<file path="src/rtl/hunch_match_ctrl.sv">
// Match sequencer for the three-player Hunch game.
// Runs the game FSM one round at a time by pulsing its reset, scores each round from the
// winner mask, voids rounds that run too long, and declares the match winner.
module hunch_match_ctrl #(
    parameter int WIN_SCORE     = 3,
    parameter int MAX_ROUNDS    = 7,
    parameter int ROUND_TIMEOUT = 1000,
    parameter int GAP_CYCLES    = 4,
    parameter int SW            = 4,
    parameter int RW            = 4,
    parameter int TW            = 16
) (
    input  logic          CLK,
    input  logic          RST_N,
    input  logic          START,
    input  logic          ABORT,
    input  logic [2:0]    WINNER,
    input  logic          WINNER_VALID,
    output logic          GAME_RST,
    output logic          ROUND_ACTIVE,
    output logic          TIMEOUT,
    output logic [RW-1:0] ROUND_NUM,
    output logic [SW-1:0] SCORE_A,
    output logic [SW-1:0] SCORE_B,
    output logic [SW-1:0] SCORE_C,
    output logic          MATCH_DONE,
    output logic [2:0]    MATCH_WINNER,
    output logic [2:0]    DBG_STATE
);

    typedef enum logic [2:0] {
        S_IDLE  = 3'd0,
        S_ARM   = 3'd1,
        S_PLAY  = 3'd2,
        S_SCORE = 3'd3,
        S_GAP   = 3'd4,
        S_DONE  = 3'd5
    } state_t;

    state_t        state;
    state_t        state_nxt;
    logic [TW-1:0] timer;
    logic [2:0]    mask;
    logic          timer_hit;
    logic          gap_last;
    logic          match_over;
    logic          start_match;
    logic [SW-1:0] top;
    logic [2:0]    top_mask;

    assign DBG_STATE = state;

    function automatic logic [SW-1:0] sat_inc(input logic [SW-1:0] s, input logic inc);
        if (inc && (s != {SW{1'b1}})) return s + SW'(1);
        return s;
    endfunction

    // Next-state decode; ABORT overrides every other transition.
    always_comb begin
        state_nxt   = state;
        timer_hit   = (state == S_PLAY) && (timer == TW'(ROUND_TIMEOUT - 1));
        gap_last    = (state == S_GAP) && (timer == TW'(GAP_CYCLES - 1));
        match_over  = (SCORE_A >= SW'(WIN_SCORE)) || (SCORE_B >= SW'(WIN_SCORE)) ||
                      (SCORE_C >= SW'(WIN_SCORE)) || (ROUND_NUM == RW'(MAX_ROUNDS));
        start_match = !ABORT && START && ((state == S_IDLE) || (state == S_DONE));
        case (state)
            S_IDLE:  if (START) state_nxt = S_ARM;
            S_ARM:   state_nxt = S_PLAY;
            S_PLAY:  if (WINNER_VALID || timer_hit) state_nxt = S_SCORE;
            S_SCORE: state_nxt = S_GAP;
            S_GAP:   if (gap_last) state_nxt = match_over ? S_DONE : S_ARM;
            S_DONE:  if (START) state_nxt = S_ARM;
            default: state_nxt = S_IDLE;
        endcase
        if (ABORT) state_nxt = S_IDLE;
    end

    // Mask of every player sharing the top score; empty when nobody has scored.
    always_comb begin
        top = SCORE_A;
        if (SCORE_B > top) top = SCORE_B;
        if (SCORE_C > top) top = SCORE_C;
        top_mask = (top == '0) ? 3'b000 : {SCORE_A == top, SCORE_B == top, SCORE_C == top};
    end

    // State register.
    always_ff @(posedge CLK or negedge RST_N) begin
        if (!RST_N) state <= S_IDLE;
        else        state <= state_nxt;
    end

    // Registered outputs, round timer, winner latch, scores and match result.
    always_ff @(posedge CLK or negedge RST_N) begin
        if (!RST_N) begin
            GAME_RST     <= 1'b1;
            ROUND_ACTIVE <= 1'b0;
            TIMEOUT      <= 1'b0;
            MATCH_DONE   <= 1'b0;
            MATCH_WINNER <= 3'b000;
            ROUND_NUM    <= '0;
            SCORE_A      <= '0;
            SCORE_B      <= '0;
            SCORE_C      <= '0;
            timer        <= '0;
            mask         <= 3'b000;
        end else begin
            GAME_RST     <= (state_nxt != S_PLAY);
            ROUND_ACTIVE <= (state_nxt == S_PLAY);
            MATCH_DONE   <= (state_nxt == S_DONE);
            TIMEOUT      <= timer_hit && !WINNER_VALID && !ABORT;

            // The timer runs through PLAY (round timeout) and GAP (reset hold), zero elsewhere.
            if ((state == S_PLAY) || (state == S_GAP)) timer <= timer + TW'(1);
            else                                       timer <= '0;

            if (state == S_PLAY) begin
                if (WINNER_VALID)   mask <= WINNER;
                else if (timer_hit) mask <= 3'b000;
            end

            if (start_match) begin
                SCORE_A      <= '0;
                SCORE_B      <= '0;
                SCORE_C      <= '0;
                ROUND_NUM    <= '0;
                MATCH_WINNER <= 3'b000;
            end else if ((state == S_SCORE) && !ABORT) begin
                // A draw lights every bit but awards nobody.
                if (mask != 3'b111) begin
                    SCORE_A <= sat_inc(SCORE_A, mask[2]);
                    SCORE_B <= sat_inc(SCORE_B, mask[1]);
                    SCORE_C <= sat_inc(SCORE_C, mask[0]);
                end
                if (ROUND_NUM != {RW{1'b1}}) ROUND_NUM <= ROUND_NUM + RW'(1);
            end

            if ((state == S_GAP) && (state_nxt == S_DONE)) MATCH_WINNER <= top_mask;
        end
    end

endmodule

</file>
<file path="config.mk">
export PLATFORM = sky130hd
export DESIGN_NAME = hunch_match_ctrl
export DESIGN_NICKNAME = d
export VERILOG_FILES = /design/src/rtl/hunch_match_ctrl.sv
export SDC_FILE = /design/constraint.sdc
export NUM_CORES = 1
export LEC_CHECK = 0
export ABC_AREA = 1
export CORE_UTILIZATION = 30
export CTS_CLUSTER_SIZE = 10
export DETAILED_ROUTE_END_ITERATION = 12
export HOLD_SLACK_MARGIN = 0.15
export PLACE_DENSITY_LB_ADDON = 0.15
export SLEW_MARGIN = 5
export SYNTH_ARGS = -nofsm -noshare
export SYNTH_HDL_FRONTEND = slang
export SYNTH_SLANG_ARGS = --single-unit
</file>
<file path="constraint.sdc">
create_clock -name CLK -period 4 [get_ports CLK]
set_clock_uncertainty 0.15 [all_clocks]
set_input_delay 0.6 -clock CLK [delete_from_list [all_inputs] [get_ports CLK]]
set_output_delay 0.6 -clock CLK [all_outputs]
set_load 0.01 [all_outputs]
</file>
* After elaboration in Yosys (flattened, before gate mapping)
Cells that the tools add are included. W data, S select, Z words.
Storage, ports and cells: input bits 8, word-level logic and storage cells 120, output and inout port bits 26, bits in registers 45
Operators by class: reduce and logical (&&, ||, !) cells 35, $add $sub $neg 5, $lt $le $gt $ge 5, muxes and demuxes 44, eq/ne operators 19
Operator list (count):
- $mux W4 | 20
- $mux W3 | 10
- $add A16 B1 Y16 const B | 1
- $add A4 B1 Y4 const B | 4
- $eq A16 B10 Y1 const B | 1
- $eq A16 B2 Y1 const B | 1
- $mux W16 | 1
- $ne A4 B4 Y1 const B | 4
- $reduce_bool A2 Y1 | 8
- $pmux W3 S5 | 1
- $eq A4 B4 Y1 | 3
- $ge A4 B2 Y1 const B | 3
- $mux W1 | 12
- $logic_and A1 B1 Y1 | 11
- $eq A3 B2 Y1 const B | 3
- $eq A3 B3 Y1 const B | 3
- $reduce_and A3 Y1 | 3
- $gt A4 B4 Y1 | 2
- $logic_or A1 B1 Y1 | 6
- $eq A4 B3 Y1 const B | 1
- $logic_not A4 Y1 | 1
- $reduce_and A2 Y1 | 2
- $eq A3 B1 Y1 const B | 1
- $logic_not A3 Y1 | 1
- other kinds (4) | 5

* Logic depth before layout (Yosys ltp)
depth in word-level cells 11, gate-level depth with buffers 26, mapped depth without buffers 26

* Worst setup path after synthesis
Ideal clock, no wire load.
path kind register -> register, start point register SCORE_A[2], end point register MATCH_WINNER[0], slack 0.961 ns, setup time 0.117 ns, stages on the path, launching flop included 24, path buffers 0, arrival 2.773 ns, period minus slack after synthesis 3.039 ns, required time 3.733 ns, cell sequence dfrtp_1 > inv_1 > ha_1 > nand2_1 > inv_1 > nand3_1 > nand2_2 > nand2_1 > nand2_1 > inv_1 > ha_1 > inv_1 > o21bai_1 > nand2_1 > nand2_1 > nand2_1 > inv_1 > nand2_1 > nand2_1 > nand3_1 > nor2_1 > nor2_2 > nand2_1 > nand2_1
On the way: cells in the longest elaborated chain, start to end 11, elaborated cells between the ends (all ways) 19, those cells by class order compare: 3; eq/ne: 2; mux: 8; reduce/logical: 6
RTL lines:
- start, declared | line 23 | output logic [SW-1:0] SCORE_A,
- start signal, assigned | line 130 | SCORE_A <= sat_inc(SCORE_A, mask[2]);
- $ge A4 B2 Y1 | line 63 | match_over = (SCORE_A >= SW'(WIN_SCORE)) || (SCORE_B >= SW'(WIN_SCORE)) ||
- $logic_or A1 B1 Y1 (2 in series) | line 63
- $logic_or A1 B1 Y1 | line 64 | (SCORE_C >= SW'(WIN_SCORE)) || (ROUND_NUM == RW'(MAX_ROUNDS));
- $mux W3 (2 in series) | line 71 | S_GAP: if (gap_last) state_nxt = match_over ? S_DONE : S_ARM;
- $pmux W3 S5 | line 66 | case (state)
- $mux W3 | line 75 | if (ABORT) state_nxt = S_IDLE;
- $eq A3 B3 Y1 | line 137 | if ((state == S_GAP) && (state_nxt == S_DONE)) MATCH_WINNER <= top_mask;
- $logic_and A1 B1 Y1 | line 137
- $mux W3 or $reduce_bool A2 Y1 (tied branches)
- end signal, assigned | line 137
- end, declared | line 27 | output logic [2:0] MATCH_WINNER,
Several ways; a longest one is shown, not always the timed one. A chain may end at the register's enable or synchronous reset.

* Worst setup path in the final report
start point register SCORE_A[2], end point register MATCH_WINNER[2]
The elaborated chain is that of the path after synthesis.

==> results.txt <==
----------------------------------------------------
[Status]
  Status ... finished clean

[Synth]
  #FFs+latches synth ... 45
  Area of the mapped netlist ... roughly 0.0030 sq mm
  Share of synthesized registers carrying an async set or reset ... 1.00
  Synth Net Count ... 440
  Synthesized instance count ... about 420
  Synth area leaders ... sky130_fd_sc_hd__dfrtp_1 (37%), sky130_fd_sc_hd__nand2_1 (12%), sky130_fd_sc_hd__nand3_1 (11%), sky130_fd_sc_hd__inv_1 (7.2%), sky130_fd_sc_hd__ha_1 (5.5%)
  Number of flops mapped to enable cells by yosys ... 0
  Share of the synthesized area in the top cell type ... 0.372
  Seq/Total Area, Yosys ... 0.380
  Post-Synthesis Mean Instance Area ... 7.07 sq um
  Cell type contributing the most total cell area after synthesis ... sky130_fd_sc_hd__dfrtp_1
  Most instantiated flip-flop cell in the synthesis netlist ... sky130_fd_sc_hd__dfrtp_1
  Cell variety after synth ... 31
  Ys Warns ... 0

[Setup path]
  Element type at the critical path end ... flip-flop
  Crit path top cell by count ... sky130_fd_sc_hd__nand2_1
  Worst Path Arrival ... 3.53 ns
  Timing endpoint of the critical path ... MATCH_WINNER[2]
  Worst Reg2Reg Path Length in Cells ... 23
  List of cells traversed by the critical path ... inv_1 > ha_1 > nand2_1 > inv_1 > nand3_1 > nand2_2 > nand2_1 > nand2_1 > inv_1 > ha_1 > inv_1 > o21bai_1 > nand2_1 > nand2_1 > nand2_2 > inv_1 > nand2_1 > nand2_1 > nand3_1 > nor2_1 > nor2_2 > nand2_1 > nand2_1
  Slowest cell on the critical path ... sky130_fd_sc_hd__dfrtp_1
  WS Path Type ... reg2reg
  R2r setup slk ... 0.51 ns
  CP Launch Point ... SCORE_A[2]
  Worst-path maximum fanout ... 15
  Slowest cell delay on critical path ... about 0.47 ns
  CP required ... about 4.0 ns
  Endpoint of the worst register-to-register path ... MATCH_WINNER[2]
  Launching point of the worst reg2reg path ... SCORE_A[2]
  Kind of launch point of the worst setup path ... flip-flop

[GRT]
  Total global-route track usage ... 0.172
  Antenna violations before repair ... 0
  Maximum number of pins on one net before global-route repair ... 46
  Wire length of the first global-routing pass ... 13.8 mm
  Number of global-route vias before repair ... roughly 2800
  Overflow after GRT ... 0

[CTS]
  Sink count of the clock tree ... 45
  Clock insertion delay at the later pin of the skew report ... 0.30 ns
  Post-CTS sizing ... 0
  Hold-fix buffers at CTS ... 0
  Clock slew at the register clock pins of the worst setup and hold paths ... 0.09 ns
  CTS tree ... done
  Number of buffers created by CTS ... 5
  Setup Buffers After CTS ... 0
  Buffers from clock root to sink, at most ... 2
  Cell at the root of the clock tree ... sky130_fd_sc_hd__clkbuf_8
  H-tree Lvls ... 2

[Detailed routing]
  Detailed-route vias per instance ... approximately 4.8
  DRC violations left ... 0
  Via count of the routed design ... 2826
  Residual antenna-violating net count after detailed routing ... 0
  Pre-Repair DR Iteration Count ... 4
  Number of violations reported at the end of detailed-routing iteration 0 ... 109
  Average wire per cell in the routed design ... 13.3 um
  Routed WL ... 7.86 mm

[Floorplan]
  Number of primary I/O pins ... 34
  Initial cell density of the core ... 0.315
  Full die area ... slightly above 0.01 sq mm
  Row count ... 35
  Core outline area ... 0.00942 sq mm
  Vertical die dimension ... 101 um
  Die outline width ... 101 um

[Placement]
  Count of input and output buffers ... 33
  Weighted congestion reported at the end of routability-driven placement ... 0.912
  Post-DP HPWL ... 6.13 mm

[STA]
  Final setup viols ... 0
  Max-slew violation total from the final report ... 0
  Minimum clock period after layout ... 3.49 ns
  Share of the clock period used by the worst path after layout ... 0.873
  Worst slew pin tran ... about 1.0 ns
  Number of hold violations in the final report ... 0
  Total negative slack ... 0 ns
  Slew Limit Headroom ... 0.326
  Unrepaired setup endpoints after global routing ... false
  Max Fclk ... between 200 and 300 MHz

[Finish]
  Synthesis-to-finish area growth ... 20.2%
  Commonest non-fill, non-tap cell in the layout ... sky130_fd_sc_hd__nand2_1
  Highest-count cells in the layout ignoring fill and taps ... sky130_fd_sc_hd__nand2_1 (97), sky130_fd_sc_hd__nand3_1 (68), sky130_fd_sc_hd__inv_1 (57)
  Nets ... 482
  Fillcell total ... 994
  Proportion of layout cells with a drive suffix above 1 ... 0.0911
  Share of the core filled with cells ... 0.378
  Diodes inserted ... 0

[Job]
  Max-cap violations ... 0

[Min path]
  Min-delay worst type ... in2async

[Power and ir drop]
  Static Leak ... 1.74 nW
  Pwr per Cell Area ... 836 mW/mm^2
  Worst-case vdd ir drop ... 0.000382 V

----------------------------------------------------
## cell families (layout without fill, tap and decap cells)
| family | after synthesis | in the layout | share of synthesized area |
|---|---|---|---|
| flip-flops | 45 | 45 | 0.380 |
| AND/OR/NAND/NOR | 247 | 247 | 0.384 |
| adder cells (fa/ha/maj) | 13 | 13 | 0.0549 |
| buffers and inverters | 65 | 107 | 0.0845 |
| XOR/XNOR | 3 | 3 | 0.00887 |
| AO/OA/AOI/OAI | 46 | 46 | 0.0874 |
## worst max-delay path: cells and delay by family (launching register included)
family	cells	cell delay (ns)
buf+inv	5	0.48
simple gates	15	1.61
flops	1	0.47
fa+ha+maj	2	0.58
compound gates	1	0.11
## state kept, by name, summed over array words and instances, names as in the netlist
| register | count |
|---|---|
| DBG_STATE | 3 |
| timer | 16 |
| SCORE_C | 4 |
| mask | 3 |
| ROUND_NUM | 4 |
| MATCH_DONE | 1 |
| GAME_RST | 1 |
| TIMEOUT | 1 |
| SCORE_B | 4 |
| MATCH_WINNER | 3 |
| SCORE_A | 4 |
| ROUND_ACTIVE | 1 |
## final cells by class
type                       count  area [sq um]  share of cell area
multi-input combinational    309          1590               0.446
clock buffer                   6          72.6              0.0204
timing repair buffer          40           378               0.106
sequential                    45          1130               0.317
clock inverter                 1          8.76             0.00246
tap                          129           161              0.0453
inverter                      60           225              0.0632
## metal layers
metal / up-vias / GRT usage / part of all wire
li1: 1450 / - / -
met2: 64 / 0.297 / 0.48
met1: 1301 / 0.227 / 0.46
met3: 11 / 0.0269 / 0.050
met4: 0 / 0.0390 / 0.013
met5: - / 0 / 0
## synth_stat cells (2+ instances only)
library cell and count:
sky130_fd_sc_hd__a21oi_1 13, sky130_fd_sc_hd__buf_2 2, sky130_fd_sc_hd__clkbuf_1 2, sky130_fd_sc_hd__dfrtp_1 44
sky130_fd_sc_hd__ha_1 13, sky130_fd_sc_hd__inv_1 57, sky130_fd_sc_hd__inv_2 3, sky130_fd_sc_hd__nand2_1 98
sky130_fd_sc_hd__nand2_2 7, sky130_fd_sc_hd__nand3_1 68, sky130_fd_sc_hd__nand3_2 2, sky130_fd_sc_hd__nand4_1 6
sky130_fd_sc_hd__nor2_1 43, sky130_fd_sc_hd__nor2_2 5, sky130_fd_sc_hd__nor2_4 4, sky130_fd_sc_hd__nor3_1 8
sky130_fd_sc_hd__nor3b_1 2, sky130_fd_sc_hd__nor4_1 2, sky130_fd_sc_hd__o21ai_0 24, sky130_fd_sc_hd__o21ai_1 2
sky130_fd_sc_hd__o21bai_1 2, sky130_fd_sc_hd__xor2_1 3
## per-stage QoR
step / cell area (sq um) / worst slack [ns] / instances / power (mW) / hold slack, ns
after detailed placement: 3480 / 0.377 / 583 / 2.67 / 0.327
after global placement: 3480 / 0.496 / 583 / 2.69 / 0.324
after global routing: 3560 / 0.109 / 590 / 3.35 / 0.380
after CTS: 3560 / 0.360 / 590 / 2.96 / 0.345
final: 3560 / 0.509 / 590 / 2.98 / 0.319
after floorplan: 2960 / 0.961 / 419 / 2.10 / 0.154
## report_power, final
part	switching (mW)	internal, mW	leakage (nW)	total (mW)
combinational	1.36	0.714	1.10	2.08
clock	0.159	0.121	0.0412	0.280
sequential	0.0861	0.534	0.606	0.621
## worst min path at each step
stage	startpoint	endpoint	slack, ns
floorplan	RST_N	DBG_STATE[0]	0.15
global placement	timer[0]	timer[0]	0.32
detailed placement	timer[0]	timer[0]	0.33
CTS	timer[0]	timer[0]	0.35
global route	timer[6]	timer[6]	0.38
finish	RST_N	timer[3]	0.32
(Power assumes the default switching activity.)
